### src/rtl/rx_deserialiser.sv
// rx_deserialiser
//
// Purpose:
//   Turns the bit-serial receive stream coming out of the Miller decoder into
//   a byte stream for the framing logic. Bits arrive LSB first. With
//   PARITY_EN=1 every ninth bit is an odd-parity bit: it is checked, then
//   dropped. A trailing partial byte is reported on out_data_bits together
//   with out_eoc.
//
// Ports:
//   clk             in   system clock
//   rst_n           in   asynchronous active-low reset
//   in_soc          in   bit stream start of comms (1-tick pulse)
//   in_eoc          in   bit stream end of comms (1-tick pulse)
//   in_data         in   received bit, valid when in_data_valid
//   in_data_valid   in   in_data qualifier (1-tick pulse)
//   in_error        in   decoder error, only together with in_eoc
//   out_soc         out  byte stream start of comms
//   out_eoc         out  byte stream end of comms
//   out_data        out  received byte, bit 0 = first bit received
//   out_data_valid  out  out_data qualifier
//   out_data_bits   out  valid bits in out_data (0 = 8, 1-7 = partial, eoc only)
//   out_error       out  frame error, only together with out_eoc
//
// Every output is registered, so each output event appears one clock after
// the input event that caused it.

module rx_deserialiser #(
    parameter bit PARITY_EN = 1'b1
) (
    input  logic       clk,
    input  logic       rst_n,
    input  logic       in_soc,
    input  logic       in_eoc,
    input  logic       in_data,
    input  logic       in_data_valid,
    input  logic       in_error,
    output logic       out_soc,
    output logic       out_eoc,
    output logic [7:0] out_data,
    output logic       out_data_valid,
    output logic [2:0] out_data_bits,
    output logic       out_error
);

    typedef enum logic {
        ST_IDLE = 1'b0,
        ST_RX   = 1'b1
    } state_t;

    state_t      r_state, w_state_next;
    logic [3:0]  r_bit_cnt, w_bit_cnt_next;
    logic        r_err_flag, w_err_flag_next;
    logic [7:0]  r_shreg, w_shreg_next;

    logic        r_soc, w_soc_next;
    logic        r_eoc, w_eoc_next;
    logic        r_dv, w_dv_next;
    logic        r_error, w_error_next;
    logic [7:0]  r_data, w_data_next;
    logic [2:0]  r_data_bits, w_data_bits_next;

    logic [7:0]  w_mask;
    logic        w_parity_ok;
    logic        w_frame_err;

    // Keeps only the bits received so far; a partial byte must report its
    // unused MSBs as zero even if the shift register still holds an older byte.
    generate
        for (genvar gi = 0; gi < 8; gi++) begin : g_mask
            assign w_mask[gi] = (r_bit_cnt > 4'(gi));
        end
    endgenerate

    // Odd parity: the parity bit makes the total count of ones odd.
    assign w_parity_ok = (in_data == ~^r_shreg);

    // A complete byte still waiting for its parity bit at eoc is an error.
    assign w_frame_err = r_err_flag | in_error | (PARITY_EN && (r_bit_cnt == 4'd8));

    always_comb begin
        w_state_next     = r_state;
        w_bit_cnt_next   = r_bit_cnt;
        w_err_flag_next  = r_err_flag;
        w_shreg_next     = r_shreg;
        w_soc_next       = 1'b0;
        w_eoc_next       = 1'b0;
        w_dv_next        = 1'b0;
        w_error_next     = 1'b0;
        w_data_next      = r_data;
        w_data_bits_next = r_data_bits;

        if (in_soc) begin
            // soc restarts reception from any state and overrides every other input.
            w_soc_next      = 1'b1;
            w_state_next    = ST_RX;
            w_bit_cnt_next  = 4'd0;
            w_err_flag_next = 1'b0;
            w_shreg_next    = 8'h00;
        end else if (r_state == ST_RX) begin
            if (in_eoc) begin
                w_eoc_next      = 1'b1;
                w_state_next    = ST_IDLE;
                w_bit_cnt_next  = 4'd0;
                w_err_flag_next = 1'b0;
                if (w_frame_err) begin
                    // Partial byte dropped: error must never coincide with data_valid.
                    w_error_next = 1'b1;
                end else if (r_bit_cnt != 4'd0) begin
                    w_dv_next        = 1'b1;
                    w_data_next      = r_shreg & w_mask;
                    w_data_bits_next = r_bit_cnt[2:0];
                end
            end else if (in_data_valid) begin
                if (r_bit_cnt < 4'd8) begin
                    w_shreg_next[r_bit_cnt[2:0]] = in_data;
                    w_bit_cnt_next               = r_bit_cnt + 4'd1;
                    if (!PARITY_EN && (r_bit_cnt == 4'd7)) begin
                        w_bit_cnt_next = 4'd0;
                        if (!r_err_flag) begin
                            w_dv_next        = 1'b1;
                            w_data_next      = w_shreg_next;
                            w_data_bits_next = 3'd0;
                        end
                    end
                end else begin
                    // Parity bit: a failure poisons the rest of the frame.
                    w_bit_cnt_next = 4'd0;
                    if (!w_parity_ok) begin
                        w_err_flag_next = 1'b1;
                    end else if (!r_err_flag) begin
                        w_dv_next        = 1'b1;
                        w_data_next      = r_shreg;
                        w_data_bits_next = 3'd0;
                    end
                end
            end
        end
    end

    always_ff @(posedge clk or negedge rst_n) begin
        if (!rst_n) begin
            r_state     <= ST_IDLE;
            r_bit_cnt   <= 4'd0;
            r_err_flag  <= 1'b0;
            r_shreg     <= 8'h00;
            r_soc       <= 1'b0;
            r_eoc       <= 1'b0;
            r_dv        <= 1'b0;
            r_error     <= 1'b0;
            r_data      <= 8'h00;
            r_data_bits <= 3'd0;
        end else begin
            r_state     <= w_state_next;
            r_bit_cnt   <= w_bit_cnt_next;
            r_err_flag  <= w_err_flag_next;
            r_shreg     <= w_shreg_next;
            r_soc       <= w_soc_next;
            r_eoc       <= w_eoc_next;
            r_dv        <= w_dv_next;
            r_error     <= w_error_next;
            r_data      <= w_data_next;
            r_data_bits <= w_data_bits_next;
        end
    end

    assign out_soc        = r_soc;
    assign out_eoc        = r_eoc;
    assign out_data       = r_data;
    assign out_data_valid = r_dv;
    assign out_data_bits  = r_data_bits;
    assign out_error      = r_error;

endmodule
### config.mk
export PLATFORM = sky130hd
export DESIGN_NAME = rx_deserialiser
export DESIGN_NICKNAME = d
export VERILOG_FILES = /design/src/rtl/rx_deserialiser.sv
export SDC_FILE = /design/constraint.sdc
export NUM_CORES = 1
export LEC_CHECK = 0
export ABC_AREA = 1
export CORE_ASPECT_RATIO = 0.7
export CORE_MARGIN = 1
export CORE_UTILIZATION = 46
export CTS_CLUSTER_SIZE = 24
export DETAILED_ROUTE_END_ITERATION = 8
export DONT_BUFFER_PORTS = 1
export HOLD_SLACK_MARGIN = 0.06
export MAX_ROUTING_LAYER = met4
export SYNTH_ARGS = -nofsm -noshare
export SYNTH_HDL_FRONTEND = slang
export SYNTH_SLANG_ARGS = --single-unit
### constraint.sdc
create_clock -name clk -period 1.7 [get_ports clk]
set_input_delay 0.34 -clock clk [delete_from_list [all_inputs] [get_ports clk]]
set_output_delay 0.34 -clock clk [all_outputs]
set_load 0.005 [all_outputs]
# Word level (Yosys, flattened, before mapping)
# Cells that the tools add are included.
# Widths: inputs -> output; s select.
[totals] reg_bits=29 latchBits=0 ramBits=0 romBits=0 input_bits=7 out_inout_bits=15 word_cells=101 mem_count=0
[classes] addsub=1 n_mul=0 div_mod_pow=0 n_lt_le_gt_ge=11 eq_ne=9 shift=0 n_mux=53 bitwise=4 reduce_logical=13
[op_table] cell="$mux 8" n=12
[op_table] cell="$mux 1" n=27
[op_table] cell="$mux 3" n=7
[op_table] cell="$mux 4" n=5
[op_table] cell="$gt 4x3->1 const B" n=4
[op_table] cell="$reduce_bool 2->1" n=5
[op_table] cell="$and 8x8->8" n=1
[op_table] cell="$bwmux 8" n=1
[op_table] cell="$gt 4x1->1 const B" n=2
[op_table] cell="$gt 4x2->1 const B" n=2
[op_table] cell="$ne 2x2->1 const B" n=4
[op_table] cell="$reduce_and 4->1" n=2
[op_table] cell="$reduce_and 8->1" n=1
[op_table] cell="$reduce_xnor 8->1" n=1
[op_table] cell="$ne 3x3->1 const B" n=2
[op_table] cell="$add 4x1->4 const B" n=1
[op_table] cell="$eq 4x4->1 const B" n=1
[op_table] cell="$lt 3x4->1 const B" n=1
[op_table] cell="$lt 4x4->1 const B" n=1
[op_table] cell="$reduce_bool 4->1" n=1
[op_table] cell="$demux 1 s3" n=1
[op_table] cell="$ge 3x1->1 const B" n=1
[op_table] cell="$reduce_bool 3->1" n=1
[op_table] cell="$ne 2x1->1 const B" n=1
[op_table] cell="other kinds (5)" n=6

# Depth between registers and ports, before layout
# Gate-level depths: netlist of run 1.
[logic_depth] ltp_word=10 ltp_mapped=11 ltp_nobuf=11

# Worst setup path after synthesis of run 1
# No wires, ideal clock.
[synth_path] path_kind="register -> register" startpoint="register r_bit_cnt[0]" endpoint="register r_data[4] (netlist: out_data[4])" setup_time_ps=117 arrival_time_ps=1548 required_ps=1583 slack_ps=36 path_stages_with_launch=12 n_path_buf=1 synth_period_minus_slack_ps=1664 path_cell_list="dfrtp_1 > inv_1 > ha_1 > nand2_1 > nor2_1 > nor2_2 > nand2_1 > nor2_2 > nand3_2 > buf_6 > nand3_2 > nand2_1"
[synth_via] elab_chain_len=5 word_cells_on_any_way=13 classes_between="order compare (2); eq/ne (4); mux (3); bitwise (2); reduce/logical (2)"
[synth_rtl] element="from (decl)" line="52" text="logic [3:0] r_bit_cnt, w_bit_cnt_next;"
[synth_rtl] element="from (signal assigned)" line="155" text="r_bit_cnt <= w_bit_cnt_next;"
[synth_rtl] element="$gt 4x3->1" line="71" text="assign w_mask[gi] = (r_bit_cnt > 4'(gi));"
[synth_rtl] element="$and 8x8->8" line="111" text="w_data_next = r_shreg & w_mask;"
[synth_rtl] element="$mux 8" line="109" text="end else if (r_bit_cnt != 4'd0) begin"
[synth_rtl] element="$mux 8" line="106" text="if (w_frame_err) begin"
[synth_rtl] element="$mux 8" line="101" text="if (in_eoc) begin"
[synth_rtl] element="to (signal assigned)" line="162" text="r_data <= w_data_next;"
[synth_rtl] element="to (decl)" line="60" text="logic [7:0] r_data, w_data_next;"
# Parallel ways exist; a longest one is shown, timed or not. The select of a mux whose other input is x is not followed.
# A chain may end at the register's enable or synchronous reset.

# Final worst setup path of run 1
[layout_path] startpoint="register r_bit_cnt[2]" endpoint="register r_data[5] (netlist: out_data[5])"
# The elaborated chain is that of the path after synthesis.

==> results.sh, run 1 <==
export IMPL_clk_pin_slew_ps=60
export IMPL_ios=22
export IMPL_drt_iter0_drc=60
export IMPL_outcome="completed"
export IMPL_max_freq_mhz=648
export IMPL_cts_setup_buffers=0
export IMPL_cp_end_kind="flip-flop"
export IMPL_report_final_hold_viol_count=0
export IMPL_post_route_min_period_ps=1540
export IMPL_cts_sinks=29
export IMPL_place_hpwl_um=2500
export IMPL_ant_nets=0
export IMPL_drc=0
export IMPL_setup_ws_ps=157
export IMPL_grt_max_degree=30
export IMPL_n_antenna_cell=0
export IMPL_cp_max_fo=13
export IMPL_synth_seq_cells=29
export IMPL_num_rows=17
export IMPL_grt_pass1_vias=1231
export IMPL_synth_net_count=218
export IMPL_vias=1340
export IMPL_avgSynthCellArea_um2=7.98
export IMPL_antenna_found_initial=0
export IMPL_min_path_type="in2reg"
export IMPL_cts_made_buffers=5
export IMPL_synth_area_um2=1640
export IMPL_path_class="reg2reg"
export IMPL_yosysWarnings=0
export IMPL_cp_arrival_ps=1710
export IMPL_relSlewSlack_pct=70.4
export IMPL_cts_root_buffer="clkbuf_8"
export IMPL_overflow=0
export IMPL_rsz0062_at_grt="false"
export IMPL_cts_path_max_buffers=2
export IMPL_gp_congestion=0.835
export IMPL_via_per_inst=5.02
export IMPL_die_h_um=52.0
export IMPL_pre_cts_ws_ps=142
export IMPL_fin_util_pct=57.1
export IMPL_drive_above_1_share_pct=16.4
export IMPL_finalSetupViolCount=0
export IMPL_fin_skew_ps=4.67
export IMPL_port_buffer_count=0
export IMPL_die_area_um2=3820
export IMPL_grt_first_pass_wirelength_um=5600
export IMPL_maxCapViolCount=0
export IMPL_cts_tree="built"
export IMPL_syn2layout_area_growth_pct=13.7
export IMPL_wire_per_inst_um=12.6
export IMPL_grt_total_usage_pct=20.6
export IMPL_tns_ps=0
export IMPL_start_kind="flip-flop"
export IMPL_yosysUniqueCellTypes=25
export IMPL_leakage_uw=0.000989
export IMPL_tightest_slew_ps=443
export IMPL_powerDensity_nw_per_um2=799
export IMPL_core_area_um2=3280
export IMPL_drt_wl_total_um=3360
export IMPL_required_ps=1870
export IMPL_fin_crit_sh_pct=90.8
export IMPL_seq_area_frac_synth_pct=44.1
export IMPL_fin_nets=232
export IMPL_synthCells=206
export IMPL_clk_latency_ps=280
export IMPL_start_util_pct=50.2
export IMPL_drt_pass1_iterations=4
export IMPL_die_w_um=73.5
export IMPL_irDropWorstVdd_v=0.000419
export IMPL_final_max_slew_viol_count=0
export IMPL_htreeDepth=2
report_power, final:
group,switching [µW],total [µW],internal (µW)
Sequential,27.3,751,724
Clock,244,564,320
Combinational,114,178,64.3
Total,385,1490,1110
synth_stat cells:
| cell | count | share of area (%) |
|---|---|---|
| nand2_4 | 2 | 1.4 |
| nand2_1 | 55 | 13 |
| nand4_1 | 6 | 2.3 |
| nor2_1 | 13 | 3.0 |
| nor2_2 | 2 | 0.76 |
| nand3_2 | 11 | 6.7 |
| nand3_1 | 11 | 3.3 |
| o21a_1 | 1 | 0.46 |
| nor3_1 | 3 | 0.91 |
| xnor2_1 | 1 | 0.53 |
| inv_1 | 29 | 6.6 |
| clkbuf_1 | 1 | 0.23 |
| xor2_1 | 1 | 0.53 |
| a311oi_1 | 1 | 0.53 |
| or2_2 | 2 | 0.76 |
| o21ai_0 | 19 | 5.8 |
| dfrtp_1 | 29 | 44 |
| inv_2 | 1 | 0.23 |
| a21oi_1 | 5 | 1.5 |
| ha_1 | 5 | 3.8 |
| a211oi_1 | 2 | 0.91 |
| buf_6 | 2 | 1.4 |
| clkinv_1 | 1 | 0.23 |
| nor2_4 | 1 | 0.68 |
| nand2_2 | 2 | 0.76 |
worst paths after layout:
check,slack (ps),to,start,cells past startpoint
max reg2reg,160,out_data[5],r_bit_cnt[2],9
min in group asynchronous,530,out_data[6],rst_n,2
max in group asynchronous,1020,r_err_flag,rst_n,2
min reg2reg,530,out_data_bits[2],out_data_bits[2],2
min,90,out_soc,in_soc,0
max,160,out_data[5],r_bit_cnt[2],9
state kept, by name (all words and copies together), names as in the netlist, 3 cells and up:
| name | flops |
|---|---|
| out_data | 8 |
| out_data_bits | 3 |
| r_bit_cnt | 4 |
| r_shreg | 8 |
logic make-up (layout without fill, tap and decap cells):
kind of cell	Yosys count	in the layout	synth area share [%]
and+or+nand+nor	108	108	33.1
AOI/OAI and AO/OA	28	28	9.21
DFF	29	29	44.1
xor gates and xnor gates	2	2	1.07
buffers and inverters	34	48	8.67
adders and majority gates	5	5	3.81
worst max-delay path: stages (launching register included):
cell	delay, ps
dfrtp_1	440
inv_2	170
nand2_1	70
nor2_1	180
nor2_2	70
nand3_1	120
buf_12	170
nand2_4	90
nand2_1	70
nand2_1	50
layer usage:
layer  share of wire (%)  wire length (µm)  GRT usage (%)
met5                   0                 0              -
met4                 1.2                42           7.05
met2                  41              1390           28.7
met1                  53              1780           29.0
met3                 4.7               157           5.23
layout make-up:
cell class                 count  area, µm²
fill                         302       1410
multi-input combinational    143        776
sequential                    29        726
inverter                      31        116
timing repair buffer          10        106
clock buffer                   7       86.3
tap                           47       58.8
what timing repair did:
action,in CTS,in global routing
endpoints found under the setup margin,0,1
resized for setup,0,1
hold endpoints to repair,29,0
hold buffers,2,0
through the flow:
| stage | hold slack, ps | total power (µW) | instances | instance area [µm²] |
|---|---|---|---|---|
| 2_1_floorplan | 44.4 | 881 | 206 | 1640 |
| 3_3_place_gp | 45.0 | 919 | 258 | 1750 |
| 3_5_place_dp | 45.0 | 922 | 258 | 1750 |
| 4_1_cts | 85.2 | 1510 | 267 | 1870 |
| 5_1_grt | 77.9 | 1570 | 267 | 1870 |
| 6_report | 92.7 | 1490 | 267 | 1870 |
placed cells by master, fill, tap and decap left out:
master and n:
nand2_1 55, inv_1 29, dfrtp_1 29, o21ai_0 19, nor2_1 13, nand3_1 11
nand3_2 11, nand4_1 6, clkbuf_8 6, buf_4 6, a21oi_1 5, ha_1 5
nor3_1 3, nand2_2 2, nand2_4 2, nor2_2 2, or2_2 2, a211oi_1 2
buf_12 2, inv_2 1, xor2_1 1, xnor2_1 1, nor2_4 1, clkinv_1 1
a311oi_1 1, o21a_1 1, clkbuf_1 1, dlygate4sd3_1 1, buf_6 1
No activity file was read; power rests on OpenSTA's default activity.
==> run 2, diff against run 1 <==
CTS_BUF_LIST = sky130_fd_sc_hd__clkbuf_8   (was default)
==> run 2 against run 1 <==
Sequential share of layout area unchanged; maximum frequency is essentially flat; worst hold slack hardly changed; combinational power is essentially flat; non-clock buffer count stayed put; final cell count did not move; flip-flop and latch count unchanged; critical path type unchanged; critical endpoint is now out_data[6]; largest cell class unchanged; largest power group unchanged.
==> results.sh, run 2 (synthesis gave the netlist of run 1 again) <==
export IMPL_outcome="completed"
export IMPL_place_hpwl_um=2500
export IMPL_min_path_type="in2reg"
export IMPL_layout_commonest_cell="nand2_1"
export IMPL_cp_end_kind="flip-flop"
export IMPL_cts_tree="built"
export IMPL_clk_pin_slew_ps=60
export IMPL_ff2ff_path_depth=10
export IMPL_cts_path_max_buffers=2
export IMPL_hold_depth=0
export IMPL_post_route_min_period_ps=1540
export IMPL_reg2reg_slack_ps=160
export IMPL_via_per_inst=5.03
export IMPL_most_common_layout_cells="nand2_1 (55), inv_1 (30), dfrtp_1 (29)"
export IMPL_setup_ws_ps=157
export IMPL_fin_nets=232
export IMPL_tns_ps=0
export IMPL_start_util_pct=50.2
export IMPL_finalSetupViolCount=0
export IMPL_holdPathEnd="out_soc"
export IMPL_die_h_um=52.0
export IMPL_hold_start="in_soc"
export IMPL_vias=1344
export IMPL_relSlewSlack_pct=69.7
export IMPL_clk_latency_ps=280
export IMPL_n_antenna_cell=0
export IMPL_maxCapViolCount=0
export IMPL_drt_wl_total_um=3380
export IMPL_fin_crit_sh_pct=90.7
export IMPL_overflow=0
export IMPL_grt_first_pass_wirelength_um=5600
export IMPL_die_w_um=73.5
export IMPL_cp_arrival_ps=1760
export IMPL_rsz0062_at_grt="false"
export IMPL_cts_root_buffer="clkbuf_8"
export IMPL_wire_per_inst_um=12.6
export IMPL_ios=22
export IMPL_start_kind="flip-flop"
export IMPL_antenna_found_initial=0
export IMPL_num_rows=17
export IMPL_powerDensity_nw_per_um2=797
export IMPL_grt_total_usage_pct=20.6
export IMPL_gp_congestion=0.835
export IMPL_required_ps=1920
export IMPL_die_area_um2=3820
export IMPL_cts_sinks=29
export IMPL_drc=0
export IMPL_path_class="reg2reg"
export IMPL_grt_max_degree=30
export IMPL_htreeDepth=2
export IMPL_drt_iter0_drc=60
export IMPL_pre_cts_ws_ps=142
export IMPL_max_freq_mhz=648
export IMPL_fin_skew_ps=4.67
export IMPL_r2r_start="r_bit_cnt[2]"
export IMPL_drive_above_1_share_pct=16.4
export IMPL_tightest_slew_ps=453
export IMPL_worstReg2RegEnd="out_data[6]"
export IMPL_syn2layout_area_growth_pct=13.7
export IMPL_cp_max_fo=10
export IMPL_drt_pass1_iterations=4
export IMPL_final_max_slew_viol_count=0
export IMPL_core_area_um2=3280
export IMPL_worst_hold_slack_ps=92.8
export IMPL_report_final_hold_viol_count=0
export IMPL_grt_pass1_vias=1231
export IMPL_cts_made_buffers=5
export IMPL_crit_start="r_bit_cnt[2]"
export IMPL_port_buffer_count=0
export IMPL_irDropWorstVdd_v=0.000419
export IMPL_ant_nets=0
export IMPL_leakage_uw=0.000993
-- run 2: layer usage --
| layer | vias to the layer above | part of all wire, % | global-route usage [%] |
|---|---|---|---|
| met2 | 28 | 41 | 28.7 |
| met1 | 617 | 53 | 29.0 |
| met5 | - | 0 | - |
| li1 | 691 | - | - |
| met3 | 8 | 4.7 | 5.23 |
| met4 | 0 | 1.2 | 7.05 |
-- run 2: worst max-delay path by stage --
stage                  endpoint  slack (ps)  cells after the start
3_3_place_gp   out_data_bits[1]         140                     10
3_5_place_dp        out_data[6]         140                     11
2_1_floorplan       out_data[4]          40                     11
4_1_cts             out_data[6]         130                     10
6_report            out_data[6]         160                     10
5_1_grt             out_data[7]          30                     11
-- run 2: power breakdown --
group / internal [µW] / total [µW] / switching, µW / leakage (µW)
combinational: 64.3 / 178 / 114 / 0.000550
sequential: 724 / 751 / 27.3 / 0.000394
clock: 314 / 559 / 245 / 0.0000485
-- run 2: timing repair --
action | CTS | global route
setup endpoints to repair | 0 | 1
hold endpoints to repair | 29 | 0
setup buffers | 0 | 0
gates resized for setup | 0 | 1
hold buffers | 2 | 0
-- run 2: critical path: stages, from the launching register on --
cell     delay, ps
dfrtp_1        440
inv_2          170
nand2_1         70
nor2_1         180
nor2_2          70
nand2_1         80
nor2_2          40
nand3_2        110
buf_6          180
nand3_2         70
nand2_1         70
-- run 2: layout make-up --
type	count	area [µm²]
multi-input combinational	143	776
timing repair buffer	10	106
clock inverter	1	3.75
tap	47	58.8
sequential	29	726
clock buffer	6	82.6
fill	302	1410
inverter	31	116
-- run 2: through the flow --
step	instances	power, µW	cell area (µm²)	util (%)
2_1_floorplan	206	881	1640	-
5_1_grt	267	1560	1870	57.1
4_1_cts	267	1500	1870	57.0
3_3_place_gp	258	919	1750	53.4
6_report	267	1490	1870	57.1
3_5_place_dp	258	922	1750	53.4
==> run 3, diff against run 2 <==
PLACE_DENSITY_LB_ADDON = 0.3   (was default)
==> run 3 against run 2 <==
Final cell count rose by 0.75%; clock power fell by 5.2%; largest power group unchanged; worst hold slack got worse by 3.8 ps; global-route usage fell by 0.22 points; clock skew fell by 1.1 ps; wire length fell by 1.8%.
==> results.sh, run 3 (synthesis gave the netlist of run 1 again) <==
export IMPL_layout_commonest_cell="nand2_1"
export IMPL_cp_arrival_ps=1690
export IMPL_path_class="reg2reg"
export IMPL_drt_pass1_iterations=4
export IMPL_fin_util_pct=57.1
export IMPL_place_hpwl_um=2510
export IMPL_hold_depth=0
export IMPL_grt_total_usage_pct=20.4
export IMPL_fin_crit_sh_pct=89.0
export IMPL_grt_first_pass_wirelength_um=5440
export IMPL_start_kind="flip-flop"
export IMPL_die_area_um2=3820
export IMPL_die_w_um=73.5
export IMPL_drive_above_1_share_pct=17.1
export IMPL_relSlewSlack_pct=69.2
export IMPL_ff2ff_path_depth=11
export IMPL_die_h_um=52.0
export IMPL_clkPwrFrac_pct=36.3
export IMPL_cts_root_buffer="clkbuf_8"
export IMPL_ant_nets=0
export IMPL_drt_iter0_drc=62
export IMPL_htreeDepth=2
export IMPL_power_frac_seq_pct=51.5
export IMPL_gp_congestion=0.783
export IMPL_r2r_start="r_bit_cnt[0]"
export IMPL_powerDensity_nw_per_um2=780
export IMPL_swShare_pct=26.9
export IMPL_maxCapViolCount=0
export IMPL_path_cells="inv_1, ha_1, nand2_1, nor2_1, nor2_2, nand2_1, nor2_2, nand3_2, buf_4, nand3_1, nand2_1"
export IMPL_core_area_um2=3280
export IMPL_cp_max_fo=5
export IMPL_clk_pin_slew_ps=60
export IMPL_leakage_uw=0.000996
export IMPL_grt_pass1_vias=1157
export IMPL_outcome="completed"
export IMPL_drt_wl_total_um=3320
export IMPL_worst_hold_slack_ps=89.0
export IMPL_drc=0
export IMPL_hold_start="in_soc"
export IMPL_post_route_min_period_ps=1510
export IMPL_cpMaxStageDelayCell="dfrtp_1"
export IMPL_cts_sinks=29
export IMPL_irDropWorstVdd_v=0.000470
export IMPL_final_max_slew_viol_count=0
export IMPL_grt_max_degree=30
export IMPL_switchingPower_uw=393
export IMPL_fin_skew_ps=3.60
export IMPL_critPathTopFamily="simple AND/OR/NAND/NOR gates"
export IMPL_crit_start="r_bit_cnt[0]"
export IMPL_tightest_slew_ps=460
export IMPL_port_buffer_count=0
export IMPL_n_antenna_cell=0
export IMPL_crit_buf_inv=2
export IMPL_rsz0062_at_grt="false"
export IMPL_p_int_uw=1070
export IMPL_start_util_pct=50.2
export IMPL_finalSetupViolCount=0
export IMPL_required_ps=1880
export IMPL_report_final_hold_viol_count=0
export IMPL_max_freq_mhz=661
export IMPL_num_rows=17
export IMPL_antenna_found_initial=0
export IMPL_most_common_layout_cells="nand2_1 (55), inv_1 (30), dfrtp_1 (29)"
export IMPL_cts_made_buffers=5
export IMPL_via_per_inst=4.85
export IMPL_syn2layout_area_growth_pct=13.7
export IMPL_vias=1304
export IMPL_cts_tree="built"
export IMPL_critical_path_max_stage_delay_ps=340
export IMPL_min_path_type="in2reg"
export IMPL_clk_latency_ps=280
export IMPL_overflow=0
export IMPL_cts_path_max_buffers=2
export IMPL_wire_per_inst_um=12.3
export IMPL_fin_nets=233
export IMPL_tns_ps=0
export IMPL_p_comb_share_pct=12.1
export IMPL_cp_end_kind="flip-flop"
export IMPL_crit_top_cell="nand2_1"
export IMPL_cp_depth=11
export IMPL_ios=22
## run 3: cell types whose count changed in the layout (fill, tap and decap cells not counted), sizes merged
cell / delta
buf: +1
clkbuf: -1
clkinv: +2
## run 3: worst paths after layout
| kind | to | slack [ps] |
|---|---|---|
| hold reg to reg | out_data_bits[1] | 540 |
| max in group asynchronous | r_bit_cnt[2] | 1040 |
| setup reg to reg | out_data[0] | 190 |
| setup / recovery | out_data[0] | 190 |
| hold / removal | out_soc | 90 |
| min in group asynchronous | out_soc | 500 |
## run 3: through the flow
stage / setup WS [ps] / total power (µW) / cell area [µm²] / std cells
finish: 186 / 1460 / 1870 / 269
global route: 80.2 / 1530 / 1870 / 269
CTS: 169 / 1480 / 1870 / 269
detailed placement: 175 / 923 / 1760 / 259
global placement: 195 / 920 / 1760 / 259
floorplan: 35.5 / 881 / 1640 / 206
## run 3: worst reg2reg max path: stages, from the launching register on
cell and delay [ps]:
dfrtp_1 340, inv_1 50, ha_1 200, nand2_1 70
nor2_1 60, nor2_2 120, nand2_1 70, nor2_2 90
nand3_2 120, buf_4 180, nand3_1 70, nand2_1 50
## run 3: cell type report
type / count / area (µm²)
fillers: 325 / 1410
multi-input cells: 143 / 776
flip-flops and latches: 29 / 726
inverters: 31 / 116
repair buffers: 11 / 110
clock buffers: 5 / 68.8
well taps: 47 / 58.8
clock inverters: 3 / 13.8
## run 3: power groups by stage
stage | combinational, µW | sequential (µW) | clock, µW
2_1_floorplan | 120 | 761 | 0
3_3_place_gp | 156 | 765 | 0
3_5_place_dp | 158 | 765 | 0
4_1_cts | 180 | 752 | 549
5_1_grt | 202 | 756 | 574
6_report | 177 | 752 | 530
## run 3: repair_timing
action / 4_1_cts / 5_1_grt
buffers inserted: 0 / 0
hold buffers: 2 / 0
resized for setup: 0 / 0
hold endpoints to repair: 29 / 0
## run 3: layer usage
layer / global-route usage [%] / part of all wire [%] / vias to the layer above
li1: - / - / 694
met1: 28.7 / 52 / 579
met2: 27.2 / 41 / 26
met3: 6.78 / 5.4 / 5
met4: 6.73 / 0.99 / 0
met5: - / 0 / -
